### src/rtl/rv_fetch_pkg.sv
// rv_fetch_pkg: shared fetch-stage types and constants.
// RESET_PC is also the program counter's reset value.
package rv_fetch_pkg;
   typedef enum logic [1:0] {
      S_REQ  = 2'd0,
      S_WAIT = 2'd1,
      S_HOLD = 2'd2
   } state_t;
   localparam logic [31:0] NOP_INSN = 32'h00000013;
   localparam logic [31:0] RESET_PC = 32'h01000000;
endpackage

### src/rtl/fetch_out_buf.sv
// fetch_out_buf: one-entry holding register presenting a fetched instruction to decode.
// Clear or a decode handshake drops valid; the payload stays put until the next load.
module fetch_out_buf
   import rv_fetch_pkg::*;
#(
   parameter logic [31:0] RESET_PC_P = RESET_PC,
   parameter logic [31:0] NOP_INSN_P = NOP_INSN
) (
   input  logic        clk,
   input  logic        rst,
   input  logic        load_i,
   input  logic        clr_i,
   input  logic        ready_i,
   input  logic [31:0] data_i,
   input  logic [31:0] pc_i,
   input  logic        fault_i,
   output logic        valid_o,
   output logic [31:0] data_o,
   output logic [31:0] pc_o,
   output logic        fault_o
);
   logic        valid_q;
   logic [31:0] data_q;
   logic [31:0] pc_q;
   logic        fault_q;

   always_ff @(posedge clk or negedge rst) begin
      if (!rst) begin
         valid_q <= 1'b0;
         data_q  <= NOP_INSN_P;
         pc_q    <= RESET_PC_P;
         fault_q <= 1'b0;
      end else if (load_i) begin
         valid_q <= 1'b1;
         data_q  <= data_i;
         pc_q    <= pc_i;
         fault_q <= fault_i;
      end else if (clr_i || (valid_q && ready_i)) begin
         valid_q <= 1'b0;
      end
   end

   assign valid_o = valid_q;
   assign data_o  = data_q;
   assign pc_o    = pc_q;
   assign fault_o = fault_q;
endmodule

### src/rtl/instr_fetch.sv
// instr_fetch: non-pipelined instruction fetch, one outstanding imem read at a time.
// Redirects squash in-flight work; misaligned PCs produce a faulted NOP without a request.
module instr_fetch
   import rv_fetch_pkg::*;
#(
   parameter logic [31:0] RESET_PC_P = RESET_PC,
   parameter logic [31:0] NOP_INSN_P = NOP_INSN
) (
   input  logic        clk,
   input  logic        rst,
   input  logic [31:0] pc,
   output logic        pc_advance,
   input  logic        redirect,
   output logic        imem_req_valid,
   output logic [31:0] imem_req_addr,
   input  logic        imem_req_ready,
   input  logic        imem_rsp_valid,
   input  logic [31:0] imem_rsp_data,
   output logic        inst_valid,
   output logic [31:0] inst_data,
   output logic [31:0] inst_pc,
   output logic        inst_fault,
   input  logic        inst_ready
);
   state_t      state_q, state_d;
   logic        discard_q, discard_d;
   logic [31:0] req_pc_q, req_pc_d;
   logic        load;
   logic [31:0] ld_data, ld_pc;
   logic        ld_fault;
   logic        misaligned;

   assign misaligned     = pc[1:0] != 2'b00;
   assign imem_req_valid = rst && state_q == S_REQ && !redirect && !misaligned;
   assign imem_req_addr  = pc;
   assign pc_advance     = imem_req_valid && imem_req_ready;

   always_ff @(posedge clk or negedge rst) begin
      if (!rst) begin
         state_q   <= S_REQ;
         discard_q <= 1'b0;
         req_pc_q  <= RESET_PC_P;
      end else begin
         state_q   <= state_d;
         discard_q <= discard_d;
         req_pc_q  <= req_pc_d;
      end
   end

   always_comb begin
      state_d   = state_q;
      discard_d = discard_q;
      req_pc_d  = req_pc_q;
      load      = 1'b0;
      ld_data   = NOP_INSN_P;
      ld_pc     = pc;
      ld_fault  = 1'b0;
      case (state_q)
         S_REQ: begin
            if (!redirect && misaligned) begin
               load     = 1'b1;
               ld_fault = 1'b1;
               state_d  = S_HOLD;
            end else if (!redirect && imem_req_ready) begin
               req_pc_d = pc;
               state_d  = S_WAIT;
            end
         end
         S_WAIT: begin
            // a response that races a redirect belongs to the squashed path
            if (imem_rsp_valid) begin
               discard_d = 1'b0;
               state_d   = S_REQ;
               if (!discard_q && !redirect) begin
                  load    = 1'b1;
                  ld_data = imem_rsp_data;
                  ld_pc   = req_pc_q;
                  state_d = S_HOLD;
               end
            end else if (redirect) begin
               discard_d = 1'b1;
            end
         end
         S_HOLD: state_d = (redirect || inst_ready) ? S_REQ : S_HOLD;
         default: state_d = S_REQ;
      endcase
   end

   fetch_out_buf #(
      .RESET_PC_P(RESET_PC_P),
      .NOP_INSN_P(NOP_INSN_P)
   ) u_buf (
      .clk     (clk),
      .rst     (rst),
      .load_i  (load),
      .clr_i   (redirect),
      .ready_i (inst_ready),
      .data_i  (ld_data),
      .pc_i    (ld_pc),
      .fault_i (ld_fault),
      .valid_o (inst_valid),
      .data_o  (inst_data),
      .pc_o    (inst_pc),
      .fault_o (inst_fault)
   );
endmodule

### config.mk
export PLATFORM = sky130hd
export DESIGN_NAME = instr_fetch
export DESIGN_NICKNAME = d
export VERILOG_FILES = /design/src/rtl/rv_fetch_pkg.sv /design/src/rtl/fetch_out_buf.sv /design/src/rtl/instr_fetch.sv
export SDC_FILE = /design/constraint.sdc
export NUM_CORES = 1
export LEC_CHECK = 0
export CORE_MARGIN = 4
export CORE_UTILIZATION = 40
export CTS_BUF_LIST = sky130_fd_sc_hd__clkbuf_4 sky130_fd_sc_hd__clkbuf_8
export CTS_CLUSTER_DIAMETER = 120
export CTS_CLUSTER_SIZE = 28
export DETAILED_ROUTE_END_ITERATION = 8
export PLACE_DENSITY = 0.79
export SETUP_SLACK_MARGIN = 0.4
export SLEW_MARGIN = 20
export SYNTH_ARGS = -nofsm -noshare
export SYNTH_HDL_FRONTEND = slang
export SYNTH_SLANG_ARGS = --single-unit
### constraint.sdc
create_clock -name clk -period 2.8 [get_ports clk]
set_input_delay 0.7 -clock clk [delete_from_list [all_inputs] [get_ports clk]]
set_output_delay 0.7 -clock clk [all_outputs]
set_load 0.03 [all_outputs]
==> run metrics, run 1 <==
outcome=completed; first-pass GRT wire length=roughly 20000 um; maximum vdd drop=~340 uV; H-tree Lvls=3; TritonCTS clock tree=yes; worst slew pin tran=~0.8 ns; clk buf depth=2; average wire per standard cell=about 19 um; maxcap violations=0; Die ar.=between 0.01 and 0.015 mm2; CP max stage delay=around 0.52 ns; final worst-path cycle share=about 84%; Stages on worst setup path=2; average cell area after synthesis=between 10 and 15 um2; Hold Crit Start=u_buf.valid_o; n_diodes=0; Worst Hold Class=register to register; Initial Utilization=a little over two fifths; # setup viols final=0; critical path class=input pin to output port; CP max stage cell=clkdlybuf4s50_1; Die Ht=approximately 120 um; layout cell share with drive strength beyond 1=between 10% and 20%; Top FF cell, synth=dfrtp_1; Post-synth EDFFs=0; Slew Limit Fails=0; met3 WL=895 um; Setup Skew=between 0.01 and 0.015 ns; clk slew on worst S/H paths=0.09 ns; via count=~3700; dpl hpwl=slightly below 9000 um; Fill cells=roughly 960; buffer count from post-CTS setup fixing=0; Hold Path Stages=2; synthesized area=~0.0046 mm2; Critical Path AT=~1.7 ns; Final Hold Fails=0; Setup crit start kind=input pin; commonest non-fill, non-tap cell in the layout=clkdlybuf4s50_1; Syn-to-layout area delta=38.18%; CTS buffer count=9; # rows=38; Final Wtd Congestion=0.8095; met2 routed WL=6172 um; Congestion Overflow GR=0; Critical Path Source=pc[9]; CP Data Required Time=around 2.1 ns; buffers and inverters on the worst path=2; r2r worst-path depth=5; core area=roughly 0.011 mm2; via count of the first global-routing pass=~3800; largest fanout on the critical path=3; Async S/R FF share, synth=between 90% and 100%; crit-path cells=clkdlybuf4s50_1 -> dlygate4sd2_1; setup repair after global routing missed its margin=no; CTS root buf=clkbuf_8; DR top layer=met4; nets=approximately 590; Yosys reg bits=101; post-synth cell types=39; most frequent cells in the layout=clkdlybuf4s50_1, dfrtp_1, nor3_1; M1 WL=5281 um; initial antenna violation count=0; Clock Latency Late Sink=0.36 ns; CP top delay family=buffers and inverters; relative slew slack=46.94%; DRC Markers=0; Reg-to-Reg Start=state_q[1]; Lkg Pwr=roughly 2.8 nW; GR Util All Layers=a little under a fifth; Final min period=2.347 ns; Final TNS setup=0 ns; Routed WL=about 13000 um; Cell Pwr Density=just under 700 mW/mm2; 1st-iter DRT viols=around 180; Crit. End Element=output port; Ports=between 150 and 200; Syn Nets=between 400 and 500; clk sink count=between 100 and 150; dpl cell area=just over 0.006 mm2; Die Wd=about 120 um; post-route cell area=about 0.0064 mm2; vias per inst=roughly 5.5; Initial DRT Pass Iterations=4; sequential share of the synthesized area=between 50% and 60%; Synthesis Warnings=0; antenna-violating nets left=0; largest net degree at the start of global routing=66; Gate Count Post-Synth=between 300 and 400; Fmax=around 0.43 GHz; port bufs=roughly 170
[where the power goes]
part / switching (mW) / total (mW) / internal [mW]
clock: 0.503 / 0.965 / 0.462
sequential: 0.173 / 1.92 / 1.75
combinational: 0.749 / 1.42 / 0.670
[cell families after synthesis]
kind of cell,count (synthesis),share of synthesized area (%)
multiplexers,30,9.606
AND/OR/NAND/NOR,84,10.04
flip-flops,101,54.95
AO/OA/AOI/OAI,104,15.66
buffers and inverters,68,9.742
[cells in the mapped netlist, types with 4 or more instances]
| cell | count | share of area (%) |
|---|---|---|
| a22o_1 | 29 | 5.5 |
| dfstp_2 | 5 | 2.8 |
| nor2_1 | 4 | 0.33 |
| nor3_1 | 31 | 3.4 |
| o21ai_1 | 21 | 2.3 |
| a31oi_1 | 30 | 4.1 |
| mux2_4 | 28 | 9.1 |
| dfrtp_1 | 96 | 52 |
| buf_6 | 7 | 1.7 |
| buf_4 | 35 | 5.7 |
| clkbuf_1 | 15 | 1.2 |
| nand3_1 | 30 | 3.3 |
| buf_2 | 6 | 0.65 |
| o21ai_0 | 11 | 1.2 |
[area by class of cell]
class / count / area [um2] / share of cell area, %
clock buffers: 11 / 151.4 / 2.376
inverters: 1 / 3.754 / 0.05892
well taps: 140 / 175.2 / 2.749
flip-flops and latches: 101 / 2534 / 39.77
repair buffers: 188 / 1797 / 28.20
clock inverters: 5 / 58.81 / 0.9230
multi-input cells: 218 / 1652 / 25.92
[worst paths after layout]
| check | endpoint | slack (ns) |
|---|---|---|
| max | imem_req_addr[9] | 0.45 |
| min | u_buf.valid_o | 0.49 |
| max reg2reg | req_pc_q[19] | 0.89 |
| min reg2reg | u_buf.valid_o | 0.49 |
| max in group asynchronous | u_buf.pc_o[24] | 1.25 |
| min in group asynchronous | req_pc_q[16] | 0.55 |
[routing by layer]
layer / global-route usage [%] / vias up
met4: 7.433 / 0
met2: 30.79 / 164
met1: 25.28 / 1808
met5: 0 / -
met3: 3.316 / 19
li1: - / 1659
[sequential cells by signal, summed over array words and instances, names as in the netlist]
register	cells
u_buf.valid_o	1
u_buf.data_o	32
req_pc_q	32
discard_q	1
u_buf.pc_o	32
state_q	2
u_buf.fault_o	1
[per-stage QoR]
stage | hold slack (ns) | instances | worst slack, ns | total power [mW] | utilization, %
3_5_place_dp | 0.4706 | 648 | -0.06045 | 3.391 | 55.87
3_3_place_gp | 0.4605 | 648 | 0.03648 | 3.353 | 55.87
4_1_cts | 0.4923 | 664 | 0.2726 | 4.354 | 57.42
5_1_grt | 0.5198 | 664 | 0.4206 | 4.526 | 57.51
2_1_floorplan | 0.4044 | 387 | 0.5153 | 2.776 | -
6_report | 0.4893 | 664 | 0.4528 | 4.307 | 57.51
[repair_timing]
action / CTS / global route
gates resized for setup: 31 / 5
hold endpoints to repair: 0 / 0
setup endpoints to repair: 66 / 2
hold buffers: 0 / 0
(Power assumes the default switching activity.)
==> run 2: changes to the inputs <==
clock period = 2.3 ns   (was 2.8 ns; I/O delays follow)
==> run 2 against run 1 <==
Die area did not move. Clock-buffer cell count did not move. Sequential share of layout area rose by 0.29 points.
==> run metrics, run 2 (same netlist as run 1, synthesis figures left out) <==
outcome=completed; n_diodes=0; final worst-path cycle share=between 80% and 90%; met3 usage=4.789%; core area=roughly 0.011 mm2; clk sink count=101; initial antenna violation count=0; TritonCTS clock tree=yes; Die ar.=roughly 0.013 mm2; 1st-iter DRT viols=roughly 270; average wire per standard cell=between 15 and 20 um; Setup Skew=0.01312 ns; Fill cells=about 940; relative slew slack=between 50% and 60%; DRC Markers=0; Fmax=approximately 0.48 GHz; most frequent cells in the layout=dfrtp_1, clkdlybuf4s50_1, dlygate4sd2_1; Ports=170; Final Hold Fails=0; layout cell share with drive strength beyond 1=between 20% and 30%; Final TNS setup=0 ns; Worst Hold Class=input pin to async pin; dpl cell area=0.006190 mm2; reg-to-reg slack, setup=0.50 ns; CP max stage delay=0.27 ns; Setup crit start kind=input pin; # rows=38; antenna-violating nets left=0; GRT Max-Usage Layer=met2; dpl hpwl=8925 um; Critical Path AT=about 1.5 ns; Congestion Overflow GR=0; clk buf depth=2; clk slew on worst S/H paths=0.09 ns; first-pass GRT wire length=roughly 20000 um; Slew Limit Fails=0; GR Util All Layers=between 10% and 20%; nets=just under 600; Final Wtd Congestion=0.8302; H-tree Lvls=3; Lkg Pwr=approximately 3 nW; # setup viols final=0; CP Data Required Time=approximately 1.7 ns; maximum vdd drop=~370 uV; commonest non-fill, non-tap cell in the layout=dfrtp_1; largest net degree at the start of global routing=62; largest fanout on the critical path=2; Initial DRT Pass Iterations=5; CTS root buf=clkbuf_8; r2r worst-path depth=5; Die Ht=around 120 um; crit-path cells=dlygate4sd2_1 -> nor2_4 -> and3_4 -> and2_4 -> buf_6; CP max stage cell=dlygate4sd2_1; vias per inst=~5.5; CP top delay family=simple AND/OR/NAND/NOR gates; Reg-to-Reg Start=state_q[1]; Critical Path Source=pc[0]; met2 usage=about a third; CTS buffer count=9; critical path class=input pin to output port; Hold-fix buffers, CTS=0; maxcap violations=0; buffers and inverters on the worst path=2; Syn-to-layout area delta=37.31%; sequential cell area=about 0.0025 mm2; via count of the first global-routing pass=between 3000 and 4000; Initial Utilization=between 40% and 50%; Multi-input gate area=about 0.0017 mm2; port bufs=roughly 170; post-route cell area=0.006331 mm2; Final Util=57.15%; setup repair after global routing missed its margin=yes; worst slew pin tran=approximately 0.75 ns; Clock Latency Late Sink=between 0.3 and 0.4 ns; Die Wd=approximately 120 um; global-route met1 utilization=roughly a quarter; Cell Pwr Density=805.8 mW/mm2; R2R Path End=u_buf.pc_o[4]; Crit. End Element=output port; via count=3708; Routed WL=between 10000 and 15000 um; Final min period=about 2.1 ns
[run 2: layout make-up]
cell class,instances,area share (%)
clock buffers,11,2.194
clock inverters,4,0.7905
inverters,1,0.05929
multi-input cells,218,26.13
flip-flops and latches,101,40.06
well taps,140,2.767
repair buffers,196,28.00
[run 2: what timing repair did]
item                                    in CTS  in global routing
hold endpoints to repair                     0                  0
gates cloned                                 0                  0
endpoints found under the setup margin     160                  6
setup buffers                                0                  2
pin swaps                                    3                  2
gates resized for setup                     76                  7
[run 2: worst max path at each step]
stage	endpoint	cells after the start	slack (ns)
2_1_floorplan	pc_advance	3	0.38
5_1_grt	pc_advance	4	0.17
6_report	pc_advance	5	0.24
3_3_place_gp	u_buf.data_o[10]	4	-0.06
4_1_cts	pc_advance	6	0.17
3_5_place_dp	u_buf.data_o[3]	4	-0.20
[run 2: metal layers]
metal / vias to the layer above / routed length, um
li1: 1673 / -
met1: 1837 / 5387
met2: 183 / 6249
met3: 15 / 1060
met4: 0 / 142
met5: - / 0
[run 2: where the power goes]
part	leakage, nW	internal (mW)	switching, mW	total [mW]
Clock	0.0922	0.521	0.586	1.11
Combinational	1.64	0.726	0.929	1.66
Sequential	1.27	2.13	0.208	2.34
Total	3.00	3.38	1.72	5.10
[run 2: through the flow]
step	setup slack, ns	hold slack [ns]	power, mW	instances
finish	0.2355	0.4095	5.102	671
global route	0.1739	0.4749	5.346	671
CTS	0.1678	0.4247	5.130	669
detailed placement	-0.1999	0.4665	4.145	654
global placement	-0.06158	0.4634	4.097	654
floorplan	0.3766	0.2794	3.381	387
